--- config.mk ---
export PLATFORM = sky130hd
export DESIGN_NAME = commit_monitor
export DESIGN_NICKNAME = d
export VERILOG_FILES = /design/src/rtl/ooop_types.sv /design/src/rtl/trace_fifo.sv /design/src/rtl/commit_monitor.sv
export SDC_FILE = /design/constraint.sdc
export NUM_CORES = 1
export LEC_CHECK = 0
export BUFFER_PORTS_ARGS = -buffer_cell sky130_fd_sc_hd__buf_2
export CAP_MARGIN = 20
export CORE_ASPECT_RATIO = 0.6
export CORE_MARGIN = 4
export CORE_UTILIZATION = 53
export DETAILED_ROUTE_END_ITERATION = 8
export PLACE_DENSITY = 0.72
export REMOVE_ABC_BUFFERS = 1
export SLEW_MARGIN = 20
export SYNTH_ARGS = -nofsm -noshare
export SYNTH_HDL_FRONTEND = slang
export SYNTH_SLANG_ARGS = --single-unit
--- constraint.sdc ---
create_clock -name clk -period 10.5 [get_ports clk]
set_input_delay 1.575 -clock clk [delete_from_list [all_inputs] [get_ports clk]]
set_output_delay 1.575 -clock clk [all_outputs]
set_load 0.05 [all_outputs]
--- src/rtl/ooop_types.sv ---
// Shared core types: ROB sizing plus the commit-monitor state, halt cause and trace record.
package ooop_types;

  localparam int unsigned ROB_TAG_W = 5;

  typedef enum logic [1:0] {
    IDLE   = 2'd0,
    RUN    = 2'd1,
    DRAIN  = 2'd2,
    HALTED = 2'd3
  } mon_state_e;

  typedef enum logic [1:0] {
    NONE   = 2'd0,
    MAXCYC = 2'd1,
    STALL  = 2'd2,
    EXT    = 2'd3
  } halt_cause_e;

  typedef struct packed {
    logic [31:0]          cycle;
    logic [ROB_TAG_W-1:0] tag;
    logic                 rd_used;
    logic [4:0]           rd;
    logic [31:0]          value;
  } trace_rec_t;

  localparam int unsigned TRACE_REC_W = $bits(trace_rec_t);

endpackage

--- src/rtl/trace_fifo.sv ---
// Synchronous FIFO with wrap-bit pointers; read data comes straight from
// the storage registers, so a pushed entry is visible the cycle after the push.
module trace_fifo #(
  parameter int unsigned DEPTH = 8,
  parameter int unsigned WIDTH = 8
) (
  input  logic             clk,
  input  logic             rst,
  input  logic             push,
  input  logic [WIDTH-1:0] wdata,
  input  logic             pop,
  output logic [WIDTH-1:0] rdata,
  output logic             full,
  output logic             empty
);

  localparam int unsigned AW = $clog2(DEPTH);

  logic [WIDTH-1:0] mem [DEPTH];
  logic [AW:0]      wr_ptr;
  logic [AW:0]      rd_ptr;
  logic             do_push;
  logic             do_pop;

  // Status flags and handshake qualification; a push into a full FIFO is
  // still taken when a pop frees the slot in the same cycle.
  always_comb begin
    empty   = (wr_ptr == rd_ptr);
    full    = (wr_ptr[AW] != rd_ptr[AW]) && (wr_ptr[AW-1:0] == rd_ptr[AW-1:0]);
    do_pop  = pop && !empty;
    do_push = push && (!full || do_pop);
    rdata   = mem[rd_ptr[AW-1:0]];
  end

  // Storage write; contents need no reset since the pointers gate visibility.
  always_ff @(posedge clk) begin
    if (do_push) begin
      mem[wr_ptr[AW-1:0]] <= wdata;
    end
  end

  // Pointer update.
  always_ff @(posedge clk) begin
    if (rst) begin
      wr_ptr <= '0;
      rd_ptr <= '0;
    end else begin
      if (do_push) wr_ptr <= wr_ptr + 1'b1;
      if (do_pop)  rd_ptr <= rd_ptr + 1'b1;
    end
  end

endmodule

--- src/rtl/commit_monitor.sv ---
// Commit-side observer: counters, a0/a1 shadows, trace FIFO and run-control FSM.
module commit_monitor
  import ooop_types::*;
#(
  parameter int unsigned MAX_CYCLES      = 300,
  parameter int unsigned STALL_THRESHOLD = 200,
  parameter int unsigned TRACE_DEPTH     = 8
) (
  input  logic                 clk,
  input  logic                 rst,
  input  logic                 enable,
  input  logic                 halt_req,
  input  logic                 commit_v,
  input  logic [ROB_TAG_W-1:0] commit_tag,
  input  logic                 commit_rd_used,
  input  logic [4:0]           commit_rd,
  input  logic [31:0]          commit_value,
  input  logic                 flush,
  input  logic                 recover,
  output logic [31:0]          cycle_count,
  output logic [31:0]          commit_count,
  output logic [31:0]          stall_ctr,
  output logic [31:0]          recov_count,
  output logic [31:0]          a0_shadow,
  output logic [31:0]          a1_shadow,
  output mon_state_e           state_o,
  output logic                 halt_o,
  output halt_cause_e          halt_cause,
  output logic                 trace_valid,
  input  logic                 trace_ready,
  output trace_rec_t           trace_rec,
  output logic [15:0]          trace_drops
);

  mon_state_e  state;
  mon_state_e  state_next;
  halt_cause_e halt_sel;
  logic        active;
  logic        push;
  logic        pop;
  logic        fifo_full;
  logic        fifo_empty;
  trace_rec_t  push_rec;
  logic [TRACE_REC_W-1:0] fifo_rdata;

  // Halt arbitration on registered counters. The halt edge itself is not an
  // active cycle, so every counter freezes at the value that tripped it.
  always_comb begin
    halt_sel = NONE;
    if (halt_req)                             halt_sel = EXT;
    else if (stall_ctr >= 32'(STALL_THRESHOLD)) halt_sel = STALL;
    else if (cycle_count >= 32'(MAX_CYCLES))  halt_sel = MAXCYC;
    active   = (state == RUN) && (halt_sel == NONE);
    push     = active && commit_v;
    pop      = trace_valid && trace_ready;
    push_rec = '{cycle: cycle_count, tag: commit_tag, rd_used: commit_rd_used,
                 rd: commit_rd, value: commit_value};
  end

  // Next-state and status outputs.
  always_comb begin
    state_next  = state;
    halt_o      = (state == HALTED);
    state_o     = state;
    trace_valid = !fifo_empty;
    trace_rec   = trace_rec_t'(fifo_rdata);
    unique case (state)
      IDLE:    if (enable) state_next = RUN;
      RUN:     if (halt_sel != NONE) state_next = DRAIN;
      DRAIN:   if (fifo_empty) state_next = HALTED;
      HALTED:  state_next = HALTED;
      default: state_next = IDLE;
    endcase
  end

  // State register and halt-cause latch.
  always_ff @(posedge clk) begin
    if (rst) begin
      state      <= IDLE;
      halt_cause <= NONE;
    end else begin
      state <= state_next;
      if (state == RUN && halt_sel != NONE) halt_cause <= halt_sel;
    end
  end

  // Counters and architectural shadows, updated only in active RUN cycles.
  always_ff @(posedge clk) begin
    if (rst) begin
      cycle_count  <= '0;
      commit_count <= '0;
      stall_ctr    <= '0;
      recov_count  <= '0;
      a0_shadow    <= '0;
      a1_shadow    <= '0;
    end else if (active) begin
      cycle_count <= cycle_count + 32'd1;
      if (commit_v) begin
        commit_count <= commit_count + 32'd1;
        stall_ctr    <= '0;
      end else if (stall_ctr != '1) begin
        stall_ctr <= stall_ctr + 32'd1;
      end
      if (flush || recover) recov_count <= recov_count + 32'd1;
      if (commit_v && commit_rd_used && commit_rd == 5'd10) a0_shadow <= commit_value;
      if (commit_v && commit_rd_used && commit_rd == 5'd11) a1_shadow <= commit_value;
    end
  end

  // Saturating count of trace records refused by a full FIFO.
  always_ff @(posedge clk) begin
    if (rst) begin
      trace_drops <= '0;
    end else if (push && fifo_full && !pop && trace_drops != '1) begin
      trace_drops <= trace_drops + 16'd1;
    end
  end

  trace_fifo #(
    .DEPTH (TRACE_DEPTH),
    .WIDTH (TRACE_REC_W)
  ) u_trace_fifo (
    .clk   (clk),
    .rst   (rst),
    .push  (push),
    .wdata (push_rec),
    .pop   (pop),
    .rdata (fifo_rdata),
    .full  (fifo_full),
    .empty (fifo_empty)
  );

endmodule

; ---- Word-level counts from Yosys, hierarchy flattened
; Memory sizes are Yosys's and may differ from the RTL's. A register that Yosys moved wholly into a read port is not among the register bits.
; Cells that the tools add are included.
; Widths: inputs -> output; s select.
[totals]
ff_bits = 220
ram_bits = 600
in_bits = 51
output_inout_bits = 289
elab_cells = 75
n_memories = 1
[op_classes]
addsub = 7
order_cmp = 2
eq_ne = 13
mux = 13
n_reduce_logical = 28
[mem_list]
columns = name, words, word_bits, rd, rd_clocked_by_memory_dff, wr, line
row1 = u_trace_fifo.mem, 8, 75, 1, 1, 1, trace_fifo.sv:19  ; logic [WIDTH-1:0] mem [DEPTH];
[ops]
columns = op, count
row1 = $add 32x1->32 const B, 4
row2 = $mux 32, 2
row3 = $ge 32x8->1 const B, 1
row4 = $ge 32x9->1 const B, 1
row5 = $ne 32x32->1 const B, 1
row6 = $add 16x1->16 const B, 1
row7 = $ne 16x16->1 const B, 1
row8 = $logic_and 1x1->1, 13
row9 = $eq 5x4->1 const B, 2
row10 = $mux 2, 5
row11 = $reduce_and 2->1, 5
row12 = $add 4x1->4 const B, 2
row13 = $pmux 2 s4, 1
row14 = $mux 3, 2
row15 = $ne 2x2->1 const B, 3
row16 = $eq 2x2->1 const B, 2
row17 = $eq 4x4->1, 1
row18 = $logic_not 2->1, 2
row19 = $reduce_bool 2->1, 2
row20 = $eq 3x3->1, 1
row21 = $logic_not 1->1, 3
row22 = $mux 1, 3
row23 = $reduce_and 3->1, 1
row24 = $eq 2x1->1 const B, 1
row25 = 2 further kinds, 3

; ---- Depth between registers and ports, before layout
[depth]
word_depth = 10
ltp_mapped = 10
mapped_depth_nobuf = 7

; ---- Modules after synthesis
; From an unflattened synthesis, not the netlist that was laid out.
[unflattened]
hier_cells = 2020
area_unflattened_um2 = 32566.2
[by_module_without_submodules]
columns = module, n_inst, cells_per_inst, area_each_um2
row1 = trace_fifo, 1, 938, 23087.1
row2 = commit_monitor, 1, 1082, 9479.1

; ---- Least setup slack after synthesis
; Ideal clock, no wire load.
[synth_path]
kind = input to register
startpoint = input port commit_v
endpoint = memory u_trace_fifo.mem[0][0] (netlist bit), enable pin
arrival_ns = 9.796
t_required_ns = 9.807
setup_slack_ns = 0.011
path_stages = 4
cell_sequence = nor4bb_1 o21ai_0 or3_1 nor4_1
[synth_via]
elab_chain_len = 4
[synth_rtl]
columns = element, line
row1 = "start, declared", commit_monitor.sv:13  ; input logic commit_v,
row2 = $logic_and 1x1->1, commit_monitor.sv:54  ; push = active && commit_v;
row3 = $logic_and 1x1->1, trace_fifo.sv:31  ; do_push = push && (!full || do_pop);
row4 = $mux 1, trace_fifo.sv:37  ; if (do_push) begin
row5 = $mux 1 (not written as such), trace_fifo.sv:38  ; mem[wr_ptr[AW-1:0]] <= wdata;
row6 = "end, declared", trace_fifo.sv:19
; Every way passes these cells.

==> metrics.csv <==
stage;metric;value;unit
outcome;status;complete, no violations;
logic_synthesis;asr flop ratio synth;0;
clock_network;post-cts sizing count;0;
critical_path;crit path max fanout;63;
run;Max Cap Viol;0;
die;I/O pin total;340;
clock_network;clock tree from TritonCTS;done;
sta;Fin Setup TNS;0;ns
logic_synthesis;Synth top area share;0.5755;
global_routing;initial antenna violation count;3;
sta;RSZ-0062 raised after global routing;no;
finish;# nets final;2282;
placed_design;Cells after DPL;2915;
clock_network;Worst-Skew Late Latency;0.62;ns
logic_synthesis;Post-synth EDFFs;600;
finish;layout cell share with drive strength beyond 1;0.3209;
min_path;Worst Hold Class;reg -> reg;
finish;fill cell count;4041;
placed_design;DP HPWL;42180;um
die;Chip Height;196.3;um
global_routing;Total GRT Usage;0.2229;
sta;Tmin final;5.517;ns
detailed_routing;antenna-violating nets left;0;
logic_synthesis;dominant cell type by area after synthesis;edfxtp_1;
pwr;power density over the cells;178.9;nW/um2
critical_path;reg-to-reg critical path endpoint;u_trace_fifo.mem[5][62]$_DFFE_PP_;
detailed_routing;Initial DRC Count;1544;
logic_synthesis;top_reg_cell synth;edfxtp_1;
pwr;Comb power frac;0.047;
sta;Clock Skews;0.02729;ns
finish;non-filler cells in the finished layout;3055;
critical_path;CP endpoint kind;output port;
critical_path;FF-to-FF path depth;7;
logic_synthesis;register area share after synthesis;0.7181;
clock_network;clock root buffer master;clkbuf_16;
clock_network;H-tree levels;3;
logic_synthesis;unique cell type count in the Yosys netlist;46;
placed_design;number of port buffers;339;
finish;Area Overhead vs Synth;16.15;%
die;die footprint;63150;um2
detailed_routing;Total Routed Length;70280;um
detailed_routing;Vias;17860;
logic_synthesis;register bit total from synthesis;823;
critical_path;worst reg2reg startpoint;cycle_count[2]$_SDFFE_PP0P_;
clock_network;cts hold-fix bufs;0;
detailed_routing;1st-pass router iterations;6;
clock_network;Sink Count;823;
placed_design;pre-CTS setup slack;4.733;ns
global_routing;largest net degree at the start of global routing;108;
clock_network;clk slew on worst S/H paths;0.07;ns
sta;Final Setup Violations;0;
finish;utilization after layout;0.6276;
die;Die Width;321.8;um
min_path;Min-Delay Path Depth;2;
finish;commonest non-fill, non-tap cell in the layout;edfxtp_1;
sta;Max Slew Vio Count;0;
pwr;total chip power;6.507;mW
logic_synthesis;Netlist Area Pre-Place;31310;um2
critical_path;r2r setup slk;5.93;ns
pwr;sequential power share;0.537;
critical_path;worst path required time;8.93;ns
pwr;Peak VDD IR;0.1175;mV
clock_network;Post-CTS Setup Inserts;0;
die;Core ar.;57940;um2
pwr;NetSw;1.374;mW
pwr;switching share of total power;0.2112;
global_routing;vias in the first global route;17870;
global_routing;Overflow after GRT;0;
global_routing;first-pass GRT wire length;107400;um
critical_path;Crit Path Class;reg -> out;
placed_design;gpl congestion;0.8117;
logic_synthesis;Synth warnings;0;
detailed_routing;Residual DRC;0;
pwr;static leakage;12.80;nW
logic_synthesis;synthesized instance count;1878;
detailed_routing;vias per std cell;5.845;
logic_synthesis;syn avg cell area;16.67;um2
die;Starting Density;0.5404;
sta;Hold Fails Final Rpt;0;
pwr;Int Pwr;5.133;mW
pwr;Clock Power Share;0.417;
sta;relative slew slack;0.2624;
finish;commonest non-fill, non-tap cells in the layout;edfxtp_1, buf_2, dfxtp_1;
clock_network;Longest Clk Path Bufs;3;
sta;FMAX;181.3;MHz
clock_network;total CTS buffers;74;
min_path;hold wc startpoint;a1_shadow[18]$_SDFFE_PP0P_;
sta;final worst slack;4.983;ns
die;Site Rows;68;
sta;Tcrit/Tclk final;0.5254;
sta;Worst Tran Pin Value;1.106;ns
min_path;Hold Path Sink;a1_shadow[18]$_SDFFE_PP0P_;
detailed_routing;WL/cell;23.01;um
critical_path;crit path DAT;3.94;ns
logic_synthesis;Synth area leaders;edfxtp_1, dfxtp_1, mux4_2;
critical_path;CP startpoint kind;flip-flop;
routing by layer:
metal,track usage,vias to the layer above,routed length [um]
met5,0,-,0
met4,0.06256,0,1719
met3,0.04815,113,4889
met2,0.3464,650,33270
met1,0.3231,9149,30410
li1,-,7946,-
registers in the layout, indices dropped and copies added, names as in the netlist, named ones only:
signal               flops
a0_shadow               32
u_trace_fifo.mem       600
state_o                  2
a1_shadow               32
stall_ctr               32
trace_drops             16
recov_count             32
u_trace_fifo.rd_ptr      4
cycle_count             32
u_trace_fifo.wr_ptr      4
commit_count            32
halt_cause               2
power groups by stage:
stage	registers, mW	logic [mW]	clock network (mW)
finish	3.49	0.304	2.71
global route	3.49	0.324	2.92
CTS	3.49	0.309	2.77
detailed placement	3.56	0.307	0
global placement	3.56	0.302	0
floorplan	3.59	0.209	0
cell usage after synthesis (all sizes together) (38+ instances only):
library cell	number
clkbuf	68
a21oi	82
nor2	107
mux4	150
o21ai	41
or3	40
edfxtp	600
dfxtp	223
nand4	49
nand2	96
nand3	41
and2	38
mux2	76
worst max-delay path by stage:
stage | start | endpoint | cells past startpoint
final | flip-flop | trace_rec[67] | 5
after global routing | flip-flop | trace_rec[52] | 5
after CTS | flip-flop | trace_rec[67] | 5
after detailed placement | halt_req | u_trace_fifo.mem[1][40]$_DFFE_PP_ | 6
after global placement | halt_req | u_trace_fifo.mem[1][42]$_DFFE_PP_ | 6
after floorplan | commit_v | u_trace_fifo.mem[0][0]$_DFFE_PP_ | 4
stage by stage:
| stage | instance area [um2] | hold slack (ns) |
|---|---|---|
| final | 36360 | 0.4481 |
| after global routing | 36360 | 0.4707 |
| after CTS | 36340 | 0.4501 |
| after detailed placement | 33870 | 0.4413 |
| after global placement | 33870 | 0.4347 |
| after floorplan | 30930 | 0.4993 |
worst max-delay path, cell delays in order, from the launching register on:
cell and delay [ns]:
dfxtp_4 0.76, buf_4 0.82, buf_4 0.66, mux4_2 0.41, mux2_2 0.33, buf_2 0.23
logic make-up after synthesis:
kind of cell,after synthesis,synth area share
mux,263,0.1471
flops,823,0.7181
buf+inv,118,0.01455
simple gates,473,0.07813
compound gates,136,0.02294
fa+ha+maj,9,0.003597
xor+xnor,56,0.01567
cell type report:
| type | count | area, um2 | area share |
|---|---|---|---|
| repair buffers | 366 | 1929 | 0.05306 |
| clock inverters | 36 | 349.1 | 0.009600 |
| diodes | 1 | 2.502 | 0.00006881 |
| clock buffers | 102 | 2115 | 0.05815 |
| multi-input cells | 937 | 8438 | 0.2320 |
| inverters | 20 | 75.07 | 0.002064 |
| flip-flops and latches | 823 | 22490 | 0.6185 |
| well taps | 770 | 963.4 | 0.02649 |
Note: power is estimated with default switching activity, not from simulation.
